File: config.mk
export PLATFORM = sky130hd
export DESIGN_NAME = uart_packet_tx
export DESIGN_NICKNAME = d
export VERILOG_FILES = /design/src/rtl/uart_packet_tx.sv
export SDC_FILE = /design/constraint.sdc
export NUM_CORES = 2
export LEC_CHECK = 0
export ABC_AREA = 1
export CAP_MARGIN = 20
export CORE_MARGIN = 2
export CORE_UTILIZATION = 55
export CTS_CLUSTER_DIAMETER = 100
export DETAILED_ROUTE_END_ITERATION = 12
export PLACE_DENSITY_LB_ADDON = 0.25
export SLEW_MARGIN = 20
export SYNTH_ARGS = -nofsm -noshare
export SYNTH_HDL_FRONTEND = slang
export SYNTH_SLANG_ARGS = --single-unit
File: constraint.sdc
create_clock -name clk -period 57.7 [get_ports clk]
set_input_delay 11.54 -clock clk [delete_from_list [all_inputs] [get_ports clk]]
set_output_delay 11.54 -clock clk [all_outputs]
set_load 0.1 [all_outputs]
File: src/rtl/uart_packet_tx.sv
// uart_packet_tx: serialises up to NBYTES bytes from a captured buffer onto one UART line.
// Each byte is sent as a start bit (0), d0..d7 LSB first, and a stop bit (1).
// Byte order is chosen per packet, and an optional idle gap can be inserted between bytes.
// Optional feature: define UART_TX_PARITY_EN to add an even-parity bit after d7.
// With parity enabled, each frame is 11 bit-times instead of 10.
// All outputs are registered one cycle behind the FSM state. The line therefore falls one
// cycle after the accept edge, and done rises one cycle after the last stop bit is counted.
module uart_packet_tx #(
   parameter int unsigned NBYTES       = 64,
   parameter int unsigned CLKS_PER_BIT = 868,
   parameter int unsigned GAP_BITS     = 0,
   localparam int unsigned LW          = $clog2(NBYTES + 1)
) (
   input  logic                clk,
   input  logic                rst,
   input  logic                start,
   input  logic [NBYTES*8-1:0] data_in,
   input  logic [LW-1:0]       len,
   input  logic                msb_first,
   output logic                uart_tx,
   output logic                busy,
   output logic                done,
   output logic [LW-1:0]       byte_cnt
);

   localparam int unsigned IW = (NBYTES > 1) ? $clog2(NBYTES) : 1;
   localparam int unsigned CW = $clog2(CLKS_PER_BIT);
   localparam int unsigned GW = (GAP_BITS > 1) ? $clog2(GAP_BITS) : 1;

   localparam logic [LW-1:0] LenMax   = LW'(NBYTES);
   localparam logic [IW-1:0] IdxTop   = IW'(NBYTES - 1);
   localparam logic [CW-1:0] BaudLast = CW'(CLKS_PER_BIT - 1);
   localparam logic [GW-1:0] GapLast  = GW'((GAP_BITS > 0) ? GAP_BITS - 1 : 0);

   typedef enum logic [2:0] {
      StIdle,
      StStart,
      StData,
      StStop,
      StGap,
      StFin
`ifdef UART_TX_PARITY_EN
      , StParity
`endif
   } state_e;

   state_e              state_q;
   logic [NBYTES*8-1:0] buf_q;
   logic [LW-1:0]       len_q;
   logic [LW-1:0]       byte_cnt_q;
   logic                msb_q;
   logic [IW-1:0]       idx_q;
   logic [CW-1:0]       baud_q;
   logic [2:0]          bit_q;
   logic [GW-1:0]       gap_q;
   logic                tx_q;
   logic                busy_q;
   logic                done_q;

   logic [7:0]          cur_byte;
   logic [LW-1:0]       len_res;
   logic                bit_tick;
   logic                last_byte;
   logic                tx_d;

   // Byte under transmission, selected from the captured buffer by the running index
   always_comb begin
      cur_byte = buf_q[{idx_q, 3'b000} +: 8];
   end

   // Resolve length (0 or oversize means a full buffer) and decode bit/byte boundaries
   always_comb begin
      len_res   = ((len == '0) || (len > LenMax)) ? LenMax : len;
      bit_tick  = (baud_q == BaudLast);
      last_byte = ((byte_cnt_q + LW'(1)) == len_q);
   end

   // Line level implied by the current state; registered into tx_q below
   always_comb begin
      tx_d = 1'b1;
      case (state_q)
         StStart:  tx_d = 1'b0;
         StData:   tx_d = cur_byte[bit_q];
`ifdef UART_TX_PARITY_EN
         StParity: tx_d = ^cur_byte;
`endif
         default:  tx_d = 1'b1;
      endcase
   end

   // Packet FSM with baud, bit, gap and byte counters plus registered outputs
   always_ff @(posedge clk or posedge rst) begin
      if (rst) begin
         state_q    <= StIdle;
         buf_q      <= '0;
         len_q      <= '0;
         msb_q      <= 1'b0;
         idx_q      <= '0;
         baud_q     <= '0;
         bit_q      <= '0;
         gap_q      <= '0;
         byte_cnt_q <= '0;
         tx_q       <= 1'b1;
         busy_q     <= 1'b0;
         done_q     <= 1'b0;
      end else begin
         tx_q   <= tx_d;
         busy_q <= (state_q != StIdle) && (state_q != StFin);
         done_q <= (state_q == StFin);

         if ((state_q != StIdle) && (state_q != StFin)) begin
            baud_q <= bit_tick ? '0 : baud_q + 1'b1;
         end

         case (state_q)
            StIdle: begin
               if (start) begin
                  buf_q      <= data_in;
                  len_q      <= len_res;
                  msb_q      <= msb_first;
                  idx_q      <= msb_first ? IdxTop : '0;
                  byte_cnt_q <= '0;
                  baud_q     <= '0;
                  state_q    <= StStart;
               end
            end
            StStart: begin
               if (bit_tick) begin
                  bit_q   <= '0;
                  state_q <= StData;
               end
            end
            StData: begin
               if (bit_tick) begin
                  bit_q <= bit_q + 1'b1;
                  if (bit_q == 3'd7) begin
`ifdef UART_TX_PARITY_EN
                     state_q <= StParity;
`else
                     state_q <= StStop;
`endif
                  end
               end
            end
`ifdef UART_TX_PARITY_EN
            StParity: begin
               if (bit_tick) begin
                  state_q <= StStop;
               end
            end
`endif
            StStop: begin
               if (bit_tick) begin
                  byte_cnt_q <= byte_cnt_q + 1'b1;
                  if (last_byte) begin
                     state_q <= StFin;
                  end else begin
                     // Only stepped when another byte follows, so the index never wraps
                     idx_q <= msb_q ? idx_q - 1'b1 : idx_q + 1'b1;
                     if (GAP_BITS > 0) begin
                        gap_q   <= '0;
                        state_q <= StGap;
                     end else begin
                        state_q <= StStart;
                     end
                  end
               end
            end
            StGap: begin
               if (bit_tick) begin
                  if (gap_q == GapLast) begin
                     state_q <= StStart;
                  end else begin
                     gap_q <= gap_q + 1'b1;
                  end
               end
            end
            StFin: begin
               state_q <= StIdle;
            end
            default: begin
               state_q <= StIdle;
            end
         endcase
      end
   end

   assign uart_tx  = tx_q;
   assign busy     = busy_q;
   assign done     = done_q;
   assign byte_cnt = byte_cnt_q;

endmodule

; Word-level counts from Yosys, hierarchy flattened
; Cells that the tools add are included.
[totals]
reg_bits = 553
input_bits = 523
output_inout_bits = 10
elab_cells = 81
[classes]
addsub = 6
order_cmp = 2
eq_ne = 17
shifts = 1
muxes = 30
n_reduce_logical = 13
[op_table]
columns = op, n
row1 = $shiftx 512x10->8, 1
row2 = $mux 10, 4
row3 = $mux 3, 10
row4 = $mux 6, 5
row5 = $mux 7, 3
row6 = $ne 2x2->1 const B, 8
row7 = $pmux 3 s5, 1
row8 = $pmux 7 s2, 1
row9 = $pmux 6 s2, 1
row10 = $add 10x1->10 const B, 1
row11 = $eq 10x10->1 const B, 1
row12 = $eq 3x3->1 const B, 3
row13 = $add 7x1->7 const B, 1
row14 = $eq 7x7->1, 1
row15 = $gt 7x7->1 const B, 1
row16 = $logic_not 7->1, 1
row17 = $reduce_and 7->1, 1
row18 = $add 6x1->6 const B, 1
row19 = $eq 3x2->1 const B, 2
row20 = $pmux 3 s2, 1
row21 = $reduce_and 3->1, 2
row22 = $sub 6x1->6 const B, 1
row23 = $lt 3x4->1 const B, 1
row24 = $reduce_and 2->1, 2
row25 = other kinds (13), 15

; Longest topological paths before layout
[depth]
depth_word = 5
mapped_depth = 16
ltp_nobuf = 13

; Least setup slack after synthesis
; Ideal clock, no wire load.
[synth_path]
path_type = reg2out
startpoint = register byte_cnt_q[2], in the netlist byte_cnt[2]
endpoint = output port byte_cnt[2]
arrival_ns = 0.996
required_time_ns = 46.160
setup_slack_ns = 45.164
path_stages_with_launch = 1
n_path_buf = 0
path_cell_list = dfrtp_1
[synth_rtl]
columns = item, line_no
row1 = "start, declared", 50  ; logic [LW-1:0] byte_cnt_q;
row2 = "start signal, assigned", 154  ; byte_cnt_q <= byte_cnt_q + 1'b1;
row3 = "end, declared", 23  ; output logic [LW-1:0] byte_cnt
; No word-level cell between the ends.

; Worst setup path after layout
[layout_path]
startpoint = input port start
endpoint = register buf_q[434]
[layout_between]
elab_chain_len = 1
[layout_lines]
columns = item, line_no
row1 = "start, declared", 16  ; input logic start,
row2 = $reduce_and 2->1 (no line), --
row3 = "end signal, assigned", 118  ; buf_q <= data_in;
row4 = "end, declared", 48  ; logic [NBYTES*8-1:0] buf_q;
; Every way passes these cells.
; A chain may end at the register's enable or synchronous reset.

==> flow_summary.yaml <==
grt:
  grt_pass1_wl_um: 133000
  antenna_found_initial: 13
  grt_overflow: 0
  first_global_vias: 24300
  grt_usage: 0.341
  grt_start_max_net_pins: 239
clock_tree:
  cts.repair.resized: 0
  cts.sinks: 552
  postCtsSetupBuffers: 0
  cts-root-buf: "clkbuf_16"
  htreeDepth: 2
  hold_buffers: 0
  clk_path_buf_depth: 3
  cts_tree: "yes"
  clkSlewWorstSetupHoldPaths_ns: 0.06
  cts_buffers: 57
  worstSkewPairLatency_ns: 0.62
timing:
  hold_viol: 0
  worst_slack_ns: 42.87
  drv_slew: 0
  fin_crit_sh: 0.257
  fin_crit_ns: 14.83
  rsz0062_at_grt: "false"
  setup_viol: 0
  worst_clock_skew_ns: 0.0100
  fmax_ghz: 0.0674
  tns_ns: 0
  slew_headroom: 0.142
  max_slew.worst_pin.slew_ns: 1.29
yosys:
  syn_area_um2: 26500
  synth_top_area_frac: 0.519
  ys_warn_count: 0
  syn_inst: 3583
  ys_types: 40
  avgSynthCellArea_um2: 7.41
  syn_nets: 4115
  ys_ff_latch: 552
  seq_area_frac_synth: 0.520
  yosys.area.top_type: "dfrtp_1"
  synthTopCellsByArea: "dfrtp_1 (52%), nand2_1 (30%), nand3_1 (10%)"
setup_path:
  slowest_stage: "buf_4"
  critPathLaunchType: "primary input"
  crit_required_ns: 58.24
  crit_family: "buffers and inverters"
  cp.arrival_ns: 15.37
  r2r_slack_ns: 53.38
  end_kind: "flip-flop"
  ff2ff_path_depth: 15
  r2r_start: "idx_q[0]"
  crit_type: "in2reg"
  cp_max_fo: 101
  rr_endpoint: "uart_tx"
  crit_path_max_incr_delay_ns: 0.86
  path_cells: "clkdlybuf4s50_1 > nand2_4 > buf_4 > buf_4 > buf_4 > nand2_1 > nand2_1"
  cp_common_cell: "buf_4"
  critical_path_buf_inv_count: 4
place:
  post-place-ws_ns: 42.30
  placed_cells_incl_taps: 4529
  placed_area_um2: 31700
  gp_congestion: 0.895
  port-buffer-count: 532
  hpwl_um: 56100
routing:
  via_per_inst: 5.46
  routedWlPerCell_um: 18.4
  ant_nets: 0
  routed_wl_um: 85600
  drc: 0
  vias: 25400
  drt_iter0_drc: 2888
  first_pass_iters: 6
power_and_ir_drop:
  p_leak_nw: 17.2
  power_density_nw_per_um2: 24.3
  ir_worst_vdd_mv: 0.0216
  p_total_mw: 0.820
final_layout:
  layout.cells.non_filler: 4647
  drive_gt1_frac: 0.0378
  final_nets: 4505
  design_area_um2: 33700
  area.growth.synth_to_final_pct: 26.9
floorplanning:
  pin_count: 533
  dieArea_um2: 50000
  start_util: 0.557
  coreArea_um2: 47600
  rows: 80
  die_h_um: 224
  die_width_um: 224
flow_run:
  drv_cap: 0
worst_hold_path:
  min_from: "buf_q[215]"
  holdPathStages: 2
  hold-path-endpoint: "buf_q[215]"
  min_path_type: "reg2reg"
status:
  status: "finished clean"
logic make-up after synthesis:
kind of cell    after synthesis  synth area share
simple gates               2688             0.409
flops                       552             0.520
buf+inv                     276            0.0525
compound gates               49            0.0106
xor+xnor                      9           0.00325
fa+ha+maj                     9           0.00453
cell usage after synthesis, drive strengths merged:
cell / instances
a21oi: 13
buf: 167
inv: 51
dfrtp: 551
a31oi: 1
nand3: 529
xnor2: 1
ha: 8
or2: 2
xor2: 8
nor2: 25
nand4: 2
o22ai: 3
nor4: 4
o21a: 3
nor3: 7
o21ai: 27
nand2: 2119
o31ai: 2
dfstp: 1
fa: 1
clkbuf: 58
through the flow:
stage	hold WS, ns	utilization
CTS	0.481	0.706
finish	0.476	0.707
detailed placement	0.465	0.665
global placement	0.461	0.665
floorplan	0.449	-
global route	0.489	0.707
power breakdown:
part | internal, mW | total (mW) | switching, mW
logic | 0.0313 | 0.0486 | 0.0172
registers | 0.387 | 0.387 | 0
clock network | 0.226 | 0.384 | 0.158
layout make-up:
type | instances | area (um^2)
diodes | 11 | 27.5
clock buffers | 85 | 1700
clock inverters | 22 | 258
fillers | 3833 | 14000
inverters | 51 | 216
multi-input cells | 2755 | 11300
flip-flops and latches | 552 | 13800
well taps | 615 | 769
repair buffers | 556 | 5530
layout by cell type (no fill, tap or decap), types with 5 or more instances in the layout:
master              n
nand3_1           528
clkbuf_1           11
a21oi_1            11
o21ai_0            25
clkinv_2           10
dfrtp_1           547
diode_2            11
ha_1                8
nand2_1          2114
clkbuf_16          57
bufinv_16           5
clkbuf_8           17
buf_4              21
xor2_1              7
nor2_1             23
clkdlybuf4s50_1   532
inv_1              44
registers in the layout, indices dropped and copies added, names as in the netlist:
name and cells:
buf_q 512, baud_q 10, byte_cnt 7, len_q 7, idx_q 6, bit_q 3, state_q 3, busy 1
done 1, msb_q 1, uart_tx 1
worst max-delay path by stage:
stage                     startpoint    endpoint  cells past startpoint
after floorplan                  rst   baud_q[0]                      1
after global placement         start    len_q[6]                      7
after detailed placement       start    len_q[6]                      7
after CTS                      start    len_q[6]                      7
after global routing           start  buf_q[423]                      7
final                          start  buf_q[434]                      7
worst reg2reg max path, stage by stage, from the launching register on:
cell     delay (ns)
dfrtp_4        0.66
inv_8          0.49
buf_4          0.82
buf_4          0.80
nand2_1        0.26
nand3_1        0.13
nand3_1        0.09
nand3_1        0.19
nand3_1        0.21
nand3_1        0.17
nand2_1        0.06
nand2_1        0.05
nand3_1        0.07
nand3_1        0.08
nand3_1        0.09
nand2_1        0.09
metal layers:
layer / GRT usage / wire (um)
met5: 0 / 24
met4: 0.175 / 4390
met3: 0.0557 / 7000
met2: 0.521 / 38800
met1: 0.474 / 35400
(Power assumes the default switching activity.)
